### src/rtl/booth4_seq_mult.sv
// booth4_seq_mult: iterative radix-4 (modified Booth) multiplier.
// Retires one Booth digit (two multiplier bits) per clock over N = WIDTH/2 + 1
// iterations. Operands are extended to WIDTH+2 bits when an operation is
// accepted, so one datapath covers both signed and unsigned mode exactly.
// start/busy/done handshake; p holds its value until the next result lands.
module booth4_seq_mult #(
   parameter int WIDTH = 16
) (
   input  logic               clk,
   input  logic               rst,
   input  logic               start,
   input  logic               signed_mode,
   input  logic [WIDTH-1:0]   x,
   input  logic [WIDTH-1:0]   y,
   output logic               busy,
   output logic               done,
   output logic [2*WIDTH-1:0] p
);

   localparam int N  = WIDTH / 2 + 1;  // Booth iterations
   localparam int CW = $clog2(N);      // iteration counter width
   localparam int XW = WIDTH + 2;      // extended operand width
   localparam int AW = WIDTH + 3;      // upper accumulator width

   localparam logic [AW-1:0] ONE      = AW'(1);
   localparam logic [CW-1:0] CNT_LAST = CW'(N - 1);

   typedef enum logic [1:0] {
      IDLE = 2'd0,
      RUN  = 2'd1,
      DONE = 2'd2
   } state_e;

   state_e               state_q, state_d;
   logic [CW-1:0]        cnt_q, cnt_d;
   logic [XW-1:0]        x_q, x_d;      // extended multiplicand
   logic [AW-1:0]        acc_q, acc_d;  // upper accumulator
   logic [XW-1:0]        mul_q, mul_d;  // multiplier, shifted right 2 bits per step
   logic                 ym1_q, ym1_d;  // previous multiplier bit, y[2i-1]
   logic                 busy_q, busy_d;
   logic                 done_q, done_d;
   logic [2*WIDTH-1:0]   p_q, p_d;

   logic [2:0]           digit;
   logic [AW-1:0]        x_ext, x2_ext, multiple, acc_sum, acc_shift;
   logic [XW-1:0]        mul_shift;

   // Sign- or zero-extend an operand to WIDTH+2 bits depending on the mode.
   function automatic logic [XW-1:0] extend(input logic [WIDTH-1:0] v, input logic sm);
      return sm ? {{2{v[WIDTH-1]}}, v} : {2'b00, v};
   endfunction

   // One Booth step: select digit*X, add into the accumulator, shift the pair right by 2.
   always_comb begin : booth_step
      x_ext    = {x_q[XW-1], x_q};
      x2_ext   = {x_q, 1'b0};
      digit    = {mul_q[1:0], ym1_q};
      multiple = '0;
      case (digit)
         3'b001, 3'b010: multiple = x_ext;
         3'b011:         multiple = x2_ext;
         3'b100:         multiple = ~x2_ext + ONE;
         3'b101, 3'b110: multiple = ~x_ext + ONE;
         default:        multiple = '0;
      endcase
      acc_sum   = acc_q + multiple;
      acc_shift = {{2{acc_sum[AW-1]}}, acc_sum[AW-1:2]};
      mul_shift = {acc_sum[1:0], mul_q[XW-1:2]};
   end

   // Next-state logic for the FSM, datapath and registered outputs.
   always_comb begin : next_state
      // NOTE: every _d gets a default before the case so no path leaves one unassigned (no latches).
      state_d = state_q;
      cnt_d   = cnt_q;
      x_d     = x_q;
      acc_d   = acc_q;
      mul_d   = mul_q;
      ym1_d   = ym1_q;
      busy_d  = 1'b0;
      done_d  = 1'b0;
      p_d     = p_q;

      case (state_q)
         IDLE, DONE: begin
            // DONE accepts a new start just like IDLE, giving back-to-back operation.
            if (start) begin
               state_d = RUN;
               busy_d  = 1'b1;
               cnt_d   = '0;
               x_d     = extend(x, signed_mode);
               mul_d   = extend(y, signed_mode);
               acc_d   = '0;
               ym1_d   = 1'b0;
            end else begin
               state_d = IDLE;
            end
         end
         RUN: begin
            busy_d = 1'b1;
            acc_d  = acc_shift;
            mul_d  = mul_shift;
            ym1_d  = mul_q[1];
            cnt_d  = cnt_q + CW'(1);
            if (cnt_q == CNT_LAST) begin
               // After 2N shifts the low product bits sit in mul, the rest in acc.
               state_d = DONE;
               busy_d  = 1'b0;
               done_d  = 1'b1;
               cnt_d   = '0;
               p_d     = {acc_shift[WIDTH-3:0], mul_shift};
            end
         end
         default: state_d = IDLE;
      endcase
   end

   // State register with synchronous active-high reset.
   always_ff @(posedge clk) begin : regs
      // NOTE: datapath registers are cleared too, so an aborted operation leaves nothing behind.
      if (rst) begin
         state_q <= IDLE;
         cnt_q   <= '0;
         x_q     <= '0;
         acc_q   <= '0;
         mul_q   <= '0;
         ym1_q   <= 1'b0;
         busy_q  <= 1'b0;
         done_q  <= 1'b0;
         p_q     <= '0;
      end else begin
         // NOTE: non-blocking assignments so every flop samples pre-edge values.
         state_q <= state_d;
         cnt_q   <= cnt_d;
         x_q     <= x_d;
         acc_q   <= acc_d;
         mul_q   <= mul_d;
         ym1_q   <= ym1_d;
         busy_q  <= busy_d;
         done_q  <= done_d;
         p_q     <= p_d;
      end
   end

   assign busy = busy_q;
   assign done = done_q;
   assign p    = p_q;

endmodule

### config.mk
export PLATFORM = sky130hd
export DESIGN_NAME = booth4_seq_mult
export DESIGN_NICKNAME = d
export VERILOG_FILES = /design/src/rtl/booth4_seq_mult.sv
export SDC_FILE = /design/constraint.sdc
export NUM_CORES = 1
export LEC_CHECK = 0
export CORE_ASPECT_RATIO = 1.5
export CORE_MARGIN = 8
export CORE_UTILIZATION = 35
export CTS_BUF_LIST = sky130_fd_sc_hd__clkbuf_4 sky130_fd_sc_hd__clkbuf_8 sky130_fd_sc_hd__clkbuf_16
export CTS_CLUSTER_DIAMETER = 80
export CTS_CLUSTER_SIZE = 30
export DETAILED_ROUTE_END_ITERATION = 12
export GPL_TIMING_DRIVEN = 1
export SETUP_SLACK_MARGIN = 0.1
export SYNTH_ARGS = -nofsm -noshare
export SYNTH_HDL_FRONTEND = slang
export SYNTH_SLANG_ARGS = --single-unit
### constraint.sdc
create_clock -name clk -period 3.9 [get_ports clk]
set_clock_uncertainty 0.1 [all_clocks]
set_input_delay 0.39 -clock clk [delete_from_list [all_inputs] [get_ports clk]]
set_output_delay 0.39 -clock clk [all_outputs]
set_load 0.1 [all_outputs]
======== Yosys cells after proc, flatten, opt, wreduce, memory -nomap -nowiden ========
Cells that the tools add are included.
word-level totals
  bits in registers ....................... 96
  bits of input ports ..................... 36
  output and inout bits ................... 34
  logic and storage cells ................. 55
operators by class
  $add $sub $neg .......................... 4
  eq/ne operators ......................... 11
  mux-type cells .......................... 19
  bitwise gates (word level) .............. 3
  reduce and logical (&&, ||, !) cells .... 9
operator list
  cell                                            count
  one-hot mux 19 bit (4 select lines)             1
  2-to-1 mux 18 bit                               3
  adder 19 x 1 -> 19 bit (second input constant)  2
  inverter 19 bit                                 2
  one-hot mux 19 bit (2 select lines)             1
  one-hot mux 18 bit (2 select lines)             1
  adder 19 bit                                    1
  2-to-1 mux 19 bit                               1
  == test 3 bit (second input constant)           3
  2-to-1 mux 4 bit                                2
  one-hot mux 4 bit (2 select lines)              1
  OR reduction 2 bit                              4
  == test 3 x 2 -> 1 bit (second input constant)  2
  AND reduction 2 bit                             3
  2-to-1 mux 1 bit                                5
  adder 4 x 1 -> 4 bit (second input constant)    1
  == test 4 bit (second input constant)           1
  inequality test 2 bit (second input constant)   2
  one-hot mux 1 bit (2 select lines)              2
  one-hot mux 2 bit (2 select lines)              1
  == test 3 x 1 -> 1 bit (second input constant)  1
  == test 2 x 1 -> 1 bit (second input constant)  1
  == test 2 bit (second input constant)           1
  zero test 2 bit                                 1
  3 further kinds                                 3

======== Longest topological paths before layout ========
  depth in word-level cells ............... 5
  depth in mapped cells ................... 18
  mapped depth without buffers ............ 17

======== Worst setup path after synthesis ========
No wires, ideal clock.
  path kind ............................... reg2reg
  start ................................... reg x_q[0]
  end ..................................... reg acc_q[13]
  arrival ................................. 3.565 ns
  required time ........................... 3.683 ns
  slack ................................... 0.118 ns
  stages on the path, launching flop included .. 18
  path buffers ............................ 0
  cell sequence ........................... dfxtp_1 -> inv_1 -> ha_1 -> or4b_2 -> nor3_1 -> nand2b_1 -> xor2_1 -> o32ai_1 -> o21ai_0 -> nand2_1 -> ha_1 -> a21o_1 -> a21o_1 -> a21oi_1 -> o21ba_2 -> o31ai_1 -> xor2_1 -> a22o_1
between the ends
  word-level cells in the longest chain between the ends .. 5
RTL lines
  element                                    RTL line  text
  from (decl)                                36        logic [XW-1:0] x_q, x_d;
  from (signal assigned)                     124       x_q <= '0;
  from (signal assigned)                     135       x_q <= x_d;
  inverter 19 bit (on tied branches)         63, 62
  adder 19 x 1 -> 19 bit (on tied branches)  63, 62
  one-hot mux 19 bit (4 select lines) (*)    59        case (digit)
  adder 19 bit (*)                           66        acc_sum = acc_q + multiple;
  one-hot mux 19 bit (2 select lines) (*)    84        case (state_q)
  to (signal assigned)                       125       acc_q <= '0;
  to (signal assigned)                       136       acc_q <= acc_d;
  to (decl)                                  37        logic [AW-1:0] acc_q, acc_d;
Every way passes the cells marked *; elsewhere a longest branch is shown, timed or not.
A chain may end at the register's enable or synchronous reset.

======== Worst setup path after layout ========
  start ................................... reg x_q[0]
  end ..................................... reg acc_q[17]
Same word-level chain as after synthesis.

==> results.md <==
* Most common cell after layout, fill and taps aside: nand2_1
* Die Y at 166 µm
* Layout cells sized above 1 at 14.3%
* Clock Latency Late Sink at 0.34 ns
* DR vias at 5,322
* Met3 Use GR at 2.84%
* RePlAce Congestion at 0.897
* Design Area, Final at 6920 µm²
* Worst Tran Pin Value at 0.994 ns
* DRC at 0
* Final Max Slew Viols at 0
* Static Leak at 2.79 nW
* Die width at 116 µm
* Post-synth net total at 742
* Core area at 14,600 µm²
* Die ar. at 19,200 µm²
* Crit Path Max Fanout at 4
* Synthesized cell area at 5220 µm²
* Syn. warnings at 0
* F_max at 0.273 GHz
* Crit path cell chain: inv_1 -> ha_1 -> or4b_4 -> nor3_2 -> xnor2_1 -> nand2_1 -> a22o_1 -> a21oi_1 -> ha_1 -> nand3_2 -> or2_2 -> nor2_1 -> a2bb2oi_1 -> xnor2_1 -> buf_4 -> o22ai_1
* Slowest CP cell: or4b_4
* Min Hold Slack at 0.348 ns
* Final min period at 3.66 ns
* Synth Area in Compound Gates at 24.5%
* Synth Register Bits at 93
* Synth top area cells: dfxtp_1 (36%), nand2_1 (11%), a21oi_1 (7.4%)
* ANT cells at 0
* Post-DP HPWL at 12,000 µm
* Met1 usage at 17.6%
* Kind of end point of the critical path: flip-flop
* Layout area overhead at 32.5%
* Maxcap violations at 0
* Synth Area per Inst at 7.64 µm²
* DR iter-0 viols at 170
* Mux cell area share after synthesis at 0.790%
* Post-DRT Antenna Nets at 0
* CP Launch Type: flip-flop
* Final setup viols at 0
* Layer with the highest usage: met2
* GRT met2 Usage at 30.9%
* First-pass GRT wire length at 26,100 µm
* Synth Area in XOR/XNOR at 5.53%
* DR pass1 iterations at 5
* Setup_tns at 0 ns
* Post-synthesis simple-gate area fraction at 23.8%
* CTS buffer count at 9
* Worst path required time at 4.03 ns
* Worst hold path type: flip-flop to flip-flop
* Final Hold Viols at 0
* Hold-fix buffers, CTS at 0
* Final worst-path setup slack at 0.235 ns
* Bufs and invs on worst path at 2
* Commonest register cell after synthesis: dfxtp_1
* TritonCTS clock tree: yes
* Clock Sinks at 93
* Peak supply drop at 211 µV
* Pre-CTS setup slack at -0.0265 ns
* FFs w/ async S/R, synth at 0%
* Post-Synth Adder-Cell Area at 5.41%
* GR Util All Layers at 16.7%
* Syn Inst Count at 684
* Crit share post-route at 94.0%
* RSZ-0062 raised after global routing: true
* I/O pin cnt at 70
* Vias/cell at 5.43
* Post-synth cell types at 60
* PwrDens at 371 nW/µm²
* H-tree lvl count at 3
* Most frequent cells in the layout: nand2_1 (148), dfxtp_1 (93), a21oi_1 (75)
* Std cell rows at 54
* Largest net degree at the start of global routing at 61
* EDFF count, synth at 0
* Initial Util at 35.8%
* Grt ovf at 0
* Vias in the first global route at 5,396
* Drt wl/cell at 16.4 µm
* CP peak stage delay at 0.54 ns
* Seq/Total Area, Yosys at 35.6%
* Largest family of logic cells by synthesized area: compound AO/OA/AOI/OAI gates
* Bufs on Longest Clock Path at 2
* Nets@finish at 838
* Total Routed Length at 16,100 µm
* DP Area at 6450 µm²
* CP arrival at 3.80 ns
* Outcome: finished, final reports clean
* Initial antenna violation count at 0
* Clock transition at the registers of the reported paths at 0.07 ns
* Synth area leader: dfxtp_1
* IO Port Bufs at 69
* Synth top area share at 35.6%
* Root Driver: clkbuf_16
* Crit-path leading delay family: simple AND/OR/NAND/NOR gates
* Class of the most critical setup path: flip-flop to flip-flop
* Slew HR at 33.5%
## per-stage QoR
stage          std cells  utilization, %  power [W]
6_report             981            47.4    0.00257
5_1_grt              981            47.4    0.00268
4_1_cts              978            46.5    0.00255
3_5_place_dp         961            44.2    0.00164
3_3_place_gp         961            44.2    0.00163
2_1_floorplan        684               -    0.00141
## layout make-up
class	instances	area, µm²
timing repair buffer	134	1200
clock inverter	5	58.8
fill	1473	7670
clock buffer	11	240
inverter	9	33.8
tap	196	245
sequential	93	1860
multi-input combinational	533	3280
## worst min-delay path, cell delays in order, from the launching register on
cell	delay, ns
dfxtp_1	0.31
nand2_1	0.05
nand2_1	0.04
## registers in the layout (all words and copies together), names as in the netlist
register and flops:
cnt_q 4, busy 1, acc_q 17, mul_q 18, p 32, state_q 2, done 1, ym1_q 1
x_q 17
## worst paths after layout
check        slack (ns)             startpoint  cells past startpoint                endpoint
max                0.24    x_q[0]$_SDFFE_PP0P_                     16  acc_q[17]$_SDFFE_PP0P_
min reg2reg        0.35  acc_q[5]$_SDFFE_PP0P_                      2   acc_q[5]$_SDFFE_PP0P_
min                0.35  acc_q[5]$_SDFFE_PP0P_                      2   acc_q[5]$_SDFFE_PP0P_
max reg2reg        0.24    x_q[0]$_SDFFE_PP0P_                     16  acc_q[17]$_SDFFE_PP0P_
## repair_timing
action / CTS / global route
resized for setup: 7 / 23
pin swaps: 1 / 9
buffers inserted: 1 / 3
setup endpoints to repair: 9 / 14
endpoints found under the hold margin: 0 / 0
## cell usage after synthesis (2+ instances only)
cell type    n
a21oi_1     77
xor2_1      13
a311oi_1    15
a31oi_1      4
a221oi_1     7
o21ai_0     23
a2bb2oi_1    2
nand2_1    148
o211ai_1     3
mux2i_1      3
or3_1        3
o21a_1       3
a211oi_1     3
nand4_1      5
clkbuf_1    45
a211o_1      2
inv_1        9
nor3b_1      3
a22o_1       7
nor3_1      11
nor2b_1      6
nand3_1     12
o221ai_1     3
buf_1        2
nor4_1       4
nand4b_1     2
dfxtp_1     93
and2_1       4
or2_2        2
nor2_1      60
o31ai_1      3
nand2b_1     5
a22oi_1     16
nand3b_1     4
and3_1       2
xnor2_1     20
a21o_1      14
a21boi_0     2
or4_1        3
ha_1        21
## cell families after synthesis
logic type      after synthesis
simple gates                279
compound gates              195
flops                        93
buf+inv                      58
xor+xnor                     33
fa+ha+maj                    22
mux                           4
## power by group
| part | switching, W | internal, W |
|---|---|---|
| clock | 0.000383 | 0.000513 |
| sequential | 0.0000398 | 0.000990 |
| combinational | 0.000350 | 0.000293 |
## routing by layer
layer / up-vias / routed length (µm)
met4: 0 / 546
met1: 2572 / 6500
met2: 111 / 8570
li1: 2606 / -
met3: 33 / 474
met5: - / 0
No activity file was read; power rests on OpenSTA's default activity.
